[src/rtl/serial_bill_sub_ctrl.sv]
// Bit-serial subtractor: a - b computed LSB first through one full-subtractor cell,
// with a start/busy/done handshake; result and final borrow are held between runs.
module serial_bill_sub_ctrl #(
  parameter int unsigned WIDTH = 13
) (
  input  logic             clk,
  input  logic             rst,
  input  logic             start,
  input  logic [WIDTH-1:0] a_in,
  input  logic [WIDTH-1:0] b_in,
  output logic             busy,
  output logic             done,
  output logic [WIDTH-1:0] diff_out,
  output logic             borrow_out
);

  localparam int unsigned CW = (WIDTH > 2) ? $clog2(WIDTH) : 1;
  localparam logic [CW-1:0] LAST_BIT = CW'(WIDTH - 1);

  typedef enum logic {
    IDLE,
    RUN
  } state_t;

  state_t           state, state_nx;
  logic [WIDTH-1:0] a_sh, b_sh, res;
  logic [CW-1:0]    cnt;
  logic             brw;
  logic             accept, last;
  logic             abit, bbit, dbit, bo;

  // Single full-subtractor cell shared by every bit position.
  assign abit = a_sh[0];
  assign bbit = b_sh[0];
  assign dbit = abit ^ bbit ^ brw;
  assign bo   = (~abit & bbit) | (~(abit ^ bbit) & brw);

  assign busy = (state == RUN);

  always_comb begin
    state_nx = state;
    accept   = 1'b0;
    last     = 1'b0;
    case (state)
      IDLE: begin
        if (start) begin
          accept   = 1'b1;
          state_nx = RUN;
        end
      end
      RUN: begin
        if (cnt == LAST_BIT) begin
          last     = 1'b1;
          state_nx = IDLE;
        end
      end
      default: state_nx = IDLE;
    endcase
  end

  always_ff @(posedge clk) begin
    if (rst) state <= IDLE;
    else     state <= state_nx;
  end

  always_ff @(posedge clk) begin
    if (rst) begin
      a_sh       <= '0;
      b_sh       <= '0;
      res        <= '0;
      cnt        <= '0;
      brw        <= 1'b0;
      done       <= 1'b0;
      diff_out   <= '0;
      borrow_out <= 1'b0;
    end else begin
      done <= last;
      if (accept) begin
        a_sh <= a_in;
        b_sh <= b_in;
        res  <= '0;
        cnt  <= '0;
        brw  <= 1'b0;
      end else if (state == RUN) begin
        a_sh <= {1'b0, a_sh[WIDTH-1:1]};
        b_sh <= {1'b0, b_sh[WIDTH-1:1]};
        res  <= {dbit, res[WIDTH-1:1]};
        cnt  <= cnt + 1'b1;
        brw  <= bo;
      end
      // The MSB difference bit is still combinational on the completing edge.
      if (last) begin
        diff_out   <= {dbit, res[WIDTH-1:1]};
        borrow_out <= bo;
      end
    end
  end

endmodule

[config.mk]
export PLATFORM = sky130hd
export DESIGN_NAME = serial_bill_sub_ctrl
export DESIGN_NICKNAME = d
export VERILOG_FILES = /design/src/rtl/serial_bill_sub_ctrl.sv
export SDC_FILE = /design/constraint.sdc
export NUM_CORES = 1
export LEC_CHECK = 0
export ABC_CLOCK_PERIOD_IN_PS = 3600
export CORE_MARGIN = 10
export CORE_UTILIZATION = 55
export CTS_CLUSTER_SIZE = 25
export DETAILED_ROUTE_END_ITERATION = 8
export HOLD_SLACK_MARGIN = 0.06
export PLACE_DENSITY = 0.83
export SETUP_SLACK_MARGIN = 0.4
export SYNTH_ARGS = -nofsm -noshare
export SYNTH_HDL_FRONTEND = slang
export SYNTH_SLANG_ARGS = --single-unit
[constraint.sdc]
create_clock -name clk -period 3.6 [get_ports clk]
set_clock_uncertainty 0.2 [all_clocks]
set_input_delay 0.36 -clock clk [delete_from_list [all_inputs] [get_ports clk]]
set_output_delay 0.36 -clock clk [all_outputs]
set_load 0.02 [all_outputs]
==> run metrics, run 1 <==
worst-margin pin slew 0.575 ns; unique cell type count in the Yosys netlist 21; fraction of final layout cells sized beyond drive strength 1 approximately 14%; buffers plus inverters on the worst setup path 1; Seq cells post-synth 59; CTS tree done; post-synthesis instance total 270; final hold violations 0; start of the worst register-to-register path busy; Worst EP required 3.04 ns; length of the first detailed-routing pass in iterations 4; number of maximum-capacitance violations 0; CTS sink count 59; Worst Path Max Fanout 23; Resized cells post-CTS 0; Internal Pwr Total 1.22 mW; post-detail-place hpwl ~3400 µm; Setup violations, final 0; period utilisation layout 64.3%; area growth from synthesis to layout 26.5%; Peak VDD IR 0.000497 V; utilization of the core after routing around 71%; placement row count 24; placement-stage worst setup slack roughly 1.3 ns; number of global-route vias before repair between 1500 and 2000; standard cell core area 0.00429 mm²; Total Negative Setup Slacks 0 ns; run status finished, final reports clean; number of violations reported at the end of detailed-routing iteration 0 102; DRC violations left 0; commonest cells after routing, fill and taps aside sky130_fd_sc_hd__nand2_1, sky130_fd_sc_hd__dfxtp_1, sky130_fd_sc_hd__clkdlybuf4s50_1; Netlist Area Pre-Place 0.00242 mm²; per-cell via count in the routed design 5.16; antenna violations before repair 0; minimum period implied by the final worst setup slack 2.32 ns; number of buffers added by the clock tree synthesis step 9; placed cell count 349; Port Buffer Count 44; Arrival @ worst endpoint 1.76 ns; number of non-filler instances in the completed layout 365; H-tree levels 3; portion of total power attributed to sequential cells 44.5%; effective utilization at floorplan between 50% and 60%; most frequent standard cell in the layout excluding fill and tap cells sky130_fd_sc_hd__nand2_1; Post-CTS Hold Buffers 0; areal power density over the cells 508 mW/mm²; launch instance of the worst min-delay path a_sh[3]; Sw Ratio roughly a fifth; dpl cell area 0.00282 mm²; worst min-delay path class flip-flop to flip-flop; post-route ant nets 0; worst hold slack after final layout 0.250 ns; Pwr Total 1.55 mW; worst setup path startpoint busy; net load switching power 0.331 mW; unrepaired setup endpoints after global routing no; final RePlAce weighted congestion 0.746; kind of critical path flip-flop to output port; CP max stage delay around 0.73 ns; Lkg Pwr 1.15 nW; portion of the post-synthesis area used by sequential elements 48.8%; clock slew at the register clock pins of the worst setup and hold paths 0.06 ns; Total Die Area ~0.0075 mm²; startpoint types flip-flop; wirelength, routed 5100 µm; number of buffers inserted to repair setup after CTS 0; ANT cells 0; pin count of the biggest net entering global routing 43; Skew-Pair Late Insertion Delay 0.33 ns; Final #Nets 340; setup slack of the critical path after layout 1.28 ns; worst-case headroom to the max-slew limit 61.5%; Tot GR Track Use 13.9%; chip height 86.3 µm; number of top-level pins 45; synthesis warning total 0; part of the power in the clock network 47.0%; combinational group share of total power 8.4%; area of all placed cells without fillers 0.00306 mm²; cell at the slowest stage of the critical path sky130_fd_sc_hd__clkdlybuf4s50_1; final-report max-slew violation count 0; via count between 1500 and 2000; wire per inst between 10 and 15 µm; global-route wire length before repair between 8000 and 9000 µm; CP top delay family buffers and inverters; CP Cell Sequence clkdlybuf4s50_1; number of buffers on the longest clock path 2; capturing element type of the critical path output port; post-synthesis average cell area between 8 and 9 µm²; total congestion overflow 0; Post-Synthesis Net Count around 300; die boundary width between 80 and 90 µm; buffer type at the clock tree root sky130_fd_sc_hd__clkbuf_8; Achievable Freq 432 MHz
-- flip-flops by register name (all words and copies together) (netlist names) --
| register | count |
|---|---|
| brw | 1 |
| busy | 1 |
| b_sh | 13 |
| diff_out | 13 |
| cnt | 4 |
| borrow_out | 1 |
| res | 12 |
| done | 1 |
| a_sh | 13 |
-- kinds of logic (layout without fill, tap and decap cells) --
| kind of cell | Yosys count | count (layout) | share of synthesized area, % |
|---|---|---|---|
| and+or+nand+nor | 101 | 101 | 16.2 |
| DFF | 59 | 59 | 48.8 |
| AOI/OAI and AO/OA | 40 | 40 | 8.58 |
| muxes | 39 | 39 | 17.4 |
| buffers and inverters | 25 | 68 | 6.10 |
| adders and majority gates | 3 | 3 | 1.86 |
| xor gates and xnor gates | 3 | 3 | 1.09 |
-- power groups by stage --
stage / registers [mW] / logic [mW] / clock network, mW
floorplan: 0.698 / 0.0942 / 0
global placement: 0.706 / 0.127 / 0
detailed placement: 0.707 / 0.129 / 0
CTS: 0.693 / 0.131 / 0.741
global route: 0.695 / 0.143 / 0.777
finish: 0.692 / 0.131 / 0.731
-- final cells by class --
cell class	instances	area [µm²]
fill	329	1230
sequential	59	1180
multi-input combinational	186	1090
timing repair buffer	47	463
clock buffer	11	141
clock inverter	5	100
tap	52	65.1
inverter	5	18.8
-- layer usage --
layer	vias to the layer above	part of all wire, %	wire, µm	global-route usage [%]
met5	-	0	0	0
met4	0	1.5	76	5.74
met3	6	5.9	303	6.19
met2	36	50	2530	23.2
met1	879	43	2190	15.1
li1	964	-	-	-
-- path summary, 6_finish.rpt --
kind                  end  slack [ns]  cells past startpoint
setup reg to reg      brw        1.55                      3
hold reg to reg   a_sh[2]        0.25                      2
hold / removal    a_sh[2]        0.25                      2
setup / recovery     busy        1.28                      1
-- cell usage after synthesis (all sizes together) --
library cell | n | area share, %
a21o | 1 | 0.31
dfxtp | 59 | 49
mux2i | 15 | 6.2
xnor2 | 1 | 0.36
xor2 | 2 | 0.72
ha | 2 | 1.0
inv | 5 | 0.77
and4 | 1 | 0.36
buf | 13 | 4.2
a211oi | 2 | 0.62
a21oi | 37 | 7.6
nand2 | 75 | 12
clkbuf | 7 | 1.1
nor2 | 20 | 3.1
fa | 1 | 0.83
nor3 | 3 | 0.62
mux2 | 24 | 11
nand4 | 2 | 0.52
Power figures use the tool's default switching activity.
==> run 2: changes to the inputs <==
- ABC_CLOCK_PERIOD_IN_PS: 3600 -> 2300
- CORE_UTILIZATION: 55 -> 51
- PLACE_DENSITY: 0.83 -> 0.78
- clock period: 3.6 -> 2.3 ns (I/O delays scaled with it)
==> run 2 against run 1 <==
  * Via count grew 0.32%
  * Register-to-register slack lost 0.92 ns
  * Die area grew 6.0%
  * Setup slack lost 0.72 ns
  * Design area shrank 0.16%
  * Clock power grew 28%
  * Critical path type unchanged
  * Critical endpoint is now diff_out[10]
==> run metrics, run 2 (synthesis results as in run 1) <==
run status finished, final reports clean (unchanged); launch instance of the worst min-delay path a_sh[1] (was a_sh[3]); unrepaired setup endpoints after global routing no (unchanged); per-cell via count in the routed design 5.08 (was 5.16); CP top delay family buffers and inverters (unchanged); CTS tree done (unchanged); wirelength, routed 4930 µm (was 5100 µm); final RePlAce weighted congestion 0.762 (was 0.746); commonest cells after routing, fill and taps aside sky130_fd_sc_hd__nand2_1, sky130_fd_sc_hd__dfxtp_1, sky130_fd_sc_hd__clkdlybuf4s50_1 (unchanged); die boundary width 88.9 µm (was 86.3 µm); number of buffers on the longest clock path 2 (unchanged); CP max stage delay 0.61 ns (was 0.73 ns); via count 1891 (was 1885); cell at the slowest stage of the critical path sky130_fd_sc_hd__clkdlybuf4s50_1 (unchanged); DRC violations left 0 (unchanged); sink of the worst hold path a_sh[0] (was a_sh[2]); Achievable Freq 577 MHz; wire per inst 13.2 µm (was 14.0 µm); start of the worst register-to-register path busy (unchanged); worst-margin pin slew 0.417 ns (was 0.575 ns); buffers plus inverters on the worst setup path 1 (unchanged); global-route wire length before repair 8520 µm (was 8320 µm); WL met2 2270 µm (was 2530 µm); Worst Path Max Fanout 2 (was 23); Arrival @ worst endpoint 1.30 ns (was 1.76 ns); number of top-level pins 45 (unchanged); number of violations reported at the end of detailed-routing iteration 0 52 (was 102); CP Cell Sequence clkdlybuf4s50_1 (unchanged); ANT cells 0 (unchanged); Final #Nets 345 (was 340); worst reg-to-reg setup slack 0.63 ns (was 1.55 ns); Port Buffer Count 44 (unchanged); H-tree levels 3 (unchanged); worst min-delay path class flip-flop to flip-flop (unchanged); post-detail-place hpwl 3370 µm (was 3390 µm); final hold violations 0 (unchanged); routed wire length on met3 318 µm (was 303 µm); period utilisation layout 75.4%; final-report max-slew violation count 0 (unchanged); area growth from synthesis to layout 26.3% (was 26.5%); number of cells on the critical path 1 (unchanged); reg2reg path depth 4 (was 3); Total Die Area 0.00790 mm² (was 0.00746 mm²); pin count of the biggest net entering global routing 31 (was 43); antenna violations before repair 0 (unchanged); CTS sink count 59 (unchanged); number of buffers added by the clock tree synthesis step 9 (unchanged); Pwr Total 2.23 mW (was 1.55 mW); Lkg Pwr 1.15 nW (about the same); placement row count 25 (was 24); Skew-Pair Late Insertion Delay 0.34 ns (was 0.33 ns); standard cell core area 0.00466 mm² (was 0.00429 mm²); areal power density over the cells 728 mW/mm² (was 508 mW/mm²); minimum period implied by the final worst setup slack 1.73 ns; total congestion overflow 0 (unchanged); number of maximum-capacitance violations 0 (unchanged); startpoint types flip-flop (unchanged); number of global-route vias before repair 1906 (was 1820); effective utilization at floorplan 51.9% (was 56.4%); fraction of final layout cells sized beyond drive strength 1 15.7% (was 14.1%); routed metal-1 wirelength 2270 µm (was 2190 µm); hold path depth 2 (unchanged); chip height 88.9 µm (was 86.3 µm); length of the first detailed-routing pass in iterations 4 (unchanged); max layer used met4 (unchanged); post-route ant nets 0 (unchanged); clock slew at the register clock pins of the worst setup and hold paths 0.07 ns (was 0.06 ns); most frequent standard cell in the layout excluding fill and tap cells sky130_fd_sc_hd__nand2_1 (unchanged); Setup violations, final 0 (unchanged); Tot GR Track Use 13.7% (was 13.9%); kind of critical path flip-flop to output port (unchanged); Total Negative Setup Slacks 0 ns (unchanged); buffer type at the clock tree root sky130_fd_sc_hd__clkbuf_8 (unchanged); capturing element type of the critical path output port (unchanged); worst-case headroom to the max-slew limit 72.2% (was 61.5%); Worst EP required 1.87 ns (was 3.04 ns); registers with the most flip-flops a_sh (13), b_sh (13), diff_out (13) (unchanged); worst flop-to-flop path endpoint res[1] (was brw); Peak VDD IR 0.000442 V (was 0.000497 V); worst hold slack after final layout 0.249 ns (was 0.250 ns)
-- run 2: metal layers --
| layer | vias to the layer above | track usage [%] |
|---|---|---|
| met4 | 0 | 5.29 |
| met1 | 877 | 15.6 |
| met5 | - | 0 |
| met3 | 7 | 6.29 |
| met2 | 37 | 21.9 |
| li1 | 970 | - |
-- run 2: power by group --
group / switching, mW / internal, mW / total (mW) / leakage, nW
Clock: 0.411 / 0.524 / 0.935 / 0.0991
Combinational: 0.0922 / 0.118 / 0.210 / 0.572
Sequential: 0.0249 / 1.06 / 1.08 / 0.480
Total: 0.528 / 1.70 / 2.23 / 1.15
-- run 2: tightest hold or removal path, stage by stage, from the launching register on --
cell and delay (ns):
sky130_fd_sc_hd__dfxtp_1 0.31, sky130_fd_sc_hd__nand2_1 0.05, sky130_fd_sc_hd__a21oi_1 0.05
-- run 2: worst max path at each step --
| stage | startpoint | end |
|---|---|---|
| 6_report | diff_out[10] | diff_out[10] |
| 4_1_cts | cnt[0] | diff_out[12] |
| 3_3_place_gp | busy | diff_out[5] |
| 2_1_floorplan | cnt[0] | diff_out[10] |
| 5_1_grt | diff_out[10] | diff_out[10] |
| 3_5_place_dp | busy | diff_out[10] |
-- run 2: per-stage QoR --
stage                     std cells  area [µm²]  util [%]  setup WS (ns)
after global placement          355        2850      61.2          0.486
after floorplan                 270        2420         -          0.811
final                           372        3060      65.6          0.566
after detailed placement        355        2850      61.2          0.453
after global routing            372        3060      65.6          0.516
after CTS                       371        3050      65.4          0.545
-- run 2: area by class of cell --
type	instances	area [µm²]
Clock inverter	5	52.6
Clock buffer	11	141
Inverter	5	18.8
Tap cell	54	67.6
Timing Repair Buffer	52	499
Fill cell	400	1600
Sequential cell	59	1180
Multi-Input combinational cell	186	1090
-- run 2: timing repair --
item	CTS	global route
hold buffers	0	0
resized for setup	2	1
setup buffers	0	1
pin swaps	0	0
setup endpoints to repair	1	2
==> run 3: changes to the inputs <==
- ABC_CLOCK_PERIOD_IN_PS: 2300 -> 1800
- clock period: 2.3 -> 1.8 ns (I/O delays scaled with it)
==> run 3 against run 2 <==
  * Register-to-register slack lost 0.26 ns
  * Count of clock-buffer cells in the layout down 2
  * Via count increased by 6.2%
  * Cell count rose by 3.0%
  * Non-clock buffer count increased by 11
  * Sequential power increased by 28%
  * First-iteration DRC count is 67% higher
  * Utilization is 6.9 points higher
  * Total power up 42%
  * Setup slack got worse by 0.20 ns
  * Critical endpoint is now diff_out[10]
==> run metrics, run 3 (synthesis results as in run 1) <==
run status finished, final reports clean (unchanged); Skew-Pair Late Insertion Delay 0.33 ns (was 0.34 ns); clock slew at the register clock pins of the worst setup and hold paths 0.07 ns (about the same); Worst Path Max Fanout 6 (was 2); antenna violations before repair 0 (unchanged); post-detail-place hpwl 3500 µm (was 3370 µm); multi-input gate area in the final layout 0.00121 mm² (was 0.00109 mm²); number of buffers on the longest clock path 2 (unchanged); Tot GR Track Use 13.9% (was 13.7%); pin count of the biggest net entering global routing 29 (was 31); number of global-route vias before repair 1852 (was 1906); Achievable Freq 698 MHz; cell at the slowest stage of the critical path sky130_fd_sc_hd__dfxtp_2 (was sky130_fd_sc_hd__clkdlybuf4s50_1); buffers plus inverters on the worst setup path 2 (was 1); number of buffers added by the clock tree synthesis step 9 (unchanged); CTS tree done (unchanged); DRC violations left 0 (unchanged); wire per inst 15.2 µm (was 13.2 µm); worst-case headroom to the max-slew limit 82.7% (was 72.2%); minimum period implied by the final worst setup slack roughly 1.4 ns; worst min-delay path class primary input to flip-flop (was flip-flop to flip-flop); chip height 88.9 µm (unchanged); total congestion overflow 0 (unchanged); Post-CTS Hold Buffers 0 (unchanged); kind of critical path flip-flop to flip-flop (was flip-flop to output port); startpoint types flip-flop (unchanged); via count 2009 (was 1891); number of maximum-capacitance violations 0 (unchanged); final RePlAce weighted congestion 0.772 (was 0.762); Peak VDD IR 0.000510 V (was 0.000442 V); Setup violations, final 0 (unchanged); Final #Nets 356 (was 345); worst-margin pin slew 0.259 ns (was 0.417 ns); CP Cell Sequence inv_2, ha_4, and4_4, clkbuf_16, nand2_4, a21oi_2 (was clkdlybuf4s50_1); placement row count 25 (unchanged); Arrival @ worst endpoint 1.50 ns (was 1.30 ns); CTS sink count 59 (unchanged); Port Buffer Count 44 (unchanged); post-route ant nets 0 (unchanged); final-report max-slew violation count 0 (unchanged); fraction of final layout cells sized beyond drive strength 1 29.5% (was 15.7%); per-cell via count in the routed design 5.25 (was 5.08); Reg area 0.00119 mm² (was 0.00118 mm²); registers with the most flip-flops a_sh (13), b_sh (13), diff_out (13) (unchanged); Total Negative Setup Slacks 0 ns (unchanged); H-tree levels 3 (unchanged); final hold violations 0 (unchanged); Lkg Pwr 1.42 nW (was 1.15 nW); ANT cells 0 (unchanged); die boundary width 88.9 µm (unchanged); period utilisation layout between 70% and 80%; number of violations reported at the end of detailed-routing iteration 0 87 (was 52); area growth from synthesis to layout 39.6% (was 26.3%); count of fill cells added during filler insertion 343 (was 400); most frequent standard cell in the layout excluding fill and tap cells sky130_fd_sc_hd__nand2_1 (unchanged); length of the first detailed-routing pass in iterations 4 (unchanged); Worst EP required 1.87 ns (about the same); CP top delay family flip-flops (was buffers and inverters); areal power density over the cells 937 mW/mm² (was 728 mW/mm²); buffer type at the clock tree root sky130_fd_sc_hd__clkbuf_8 (unchanged); number of top-level pins 45 (unchanged); worst hold slack after final layout 0.232 ns (was 0.249 ns); CP max stage delay 0.35 ns (was 0.61 ns); Pwr Total 3.17 mW (was 2.23 mW); global-route wire length before repair 8600 µm (was 8520 µm); standard cell core area 0.00466 mm² (unchanged); unrepaired setup endpoints after global routing yes (was no); commonest cells after routing, fill and taps aside sky130_fd_sc_hd__nand2_1, sky130_fd_sc_hd__dfxtp_1, sky130_fd_sc_hd__clkdlybuf4s50_1 (unchanged); effective utilization at floorplan 51.9% (unchanged); utilization of the core after routing 72.5% (was 65.6%); Total Die Area 0.00790 mm² (unchanged); wirelength, routed 5810 µm (was 4930 µm); capturing element type of the critical path flip-flop (was output port)
==> run 3: changes by cell type in the layout (fill, tap and decap cells not counted), sizes merged, moves of 2 or more <==
cell,change
clkbuf,+9
clkdlybuf4s15,+6
buf,+8
clkdlybuf4s50,-16
bufinv,+2
==> run 3: layout make-up <==
type	count	share of cell area [%]
multi-input combinational	186	35.7
clock buffer	9	3.66
tap	54	2.00
sequential	59	35.2
clock inverter	7	3.44
inverter	5	0.629
timing repair buffer	63	19.4
==> run 3: worst min-delay path, delay by kind of cell <==
family | cells | cell delay, ns
and+or+nand+nor | 2 | 0.13
buffers and inverters | 2 | 0.40
==> run 3: what timing repair did <==
action,CTS,global route
endpoints found under the setup margin,64,50
cloned,0,3
gates resized for setup,26,56
pin swaps,0,18
setup buffers,1,4
==> run 3: power breakdown <==
group,internal [mW],switching [mW]
sequential,1.35,0.0280
combinational,0.190,0.148
clock,0.916,0.535
total,2.46,0.711
==> run 3: path summary, 6_finish.rpt <==
kind	cells past startpoint	slack, ns	end	from
max	6	0.37	diff_out[10]	cnt[0]
min	4	0.23	busy	start
max reg2reg	6	0.37	diff_out[10]	cnt[0]
min reg2reg	2	0.26	b_sh[5]	b_sh[6]
==> run 3: stage by stage <==
step | cell area [µm²] | setup slack (ns) | std cells
4_1_cts | 3180 | 0.324 | 376
3_5_place_dp | 2930 | 0.101 | 359
3_3_place_gp | 2930 | 0.122 | 359
6_report | 3380 | 0.366 | 383
2_1_floorplan | 2430 | 0.406 | 270
5_1_grt | 3380 | 0.324 | 383
==> run 3: layer usage <==
| layer | track usage (%) | vias to the layer above | part of all wire, % |
|---|---|---|---|
| met4 | 7.49 | 0 | 1.5 |
| met3 | 4.19 | 9 | 5.9 |
| li1 | - | 1002 | - |
| met1 | 15.8 | 939 | 42 |
| met2 | 22.8 | 59 | 51 |
| met5 | 0 | - | 0 |
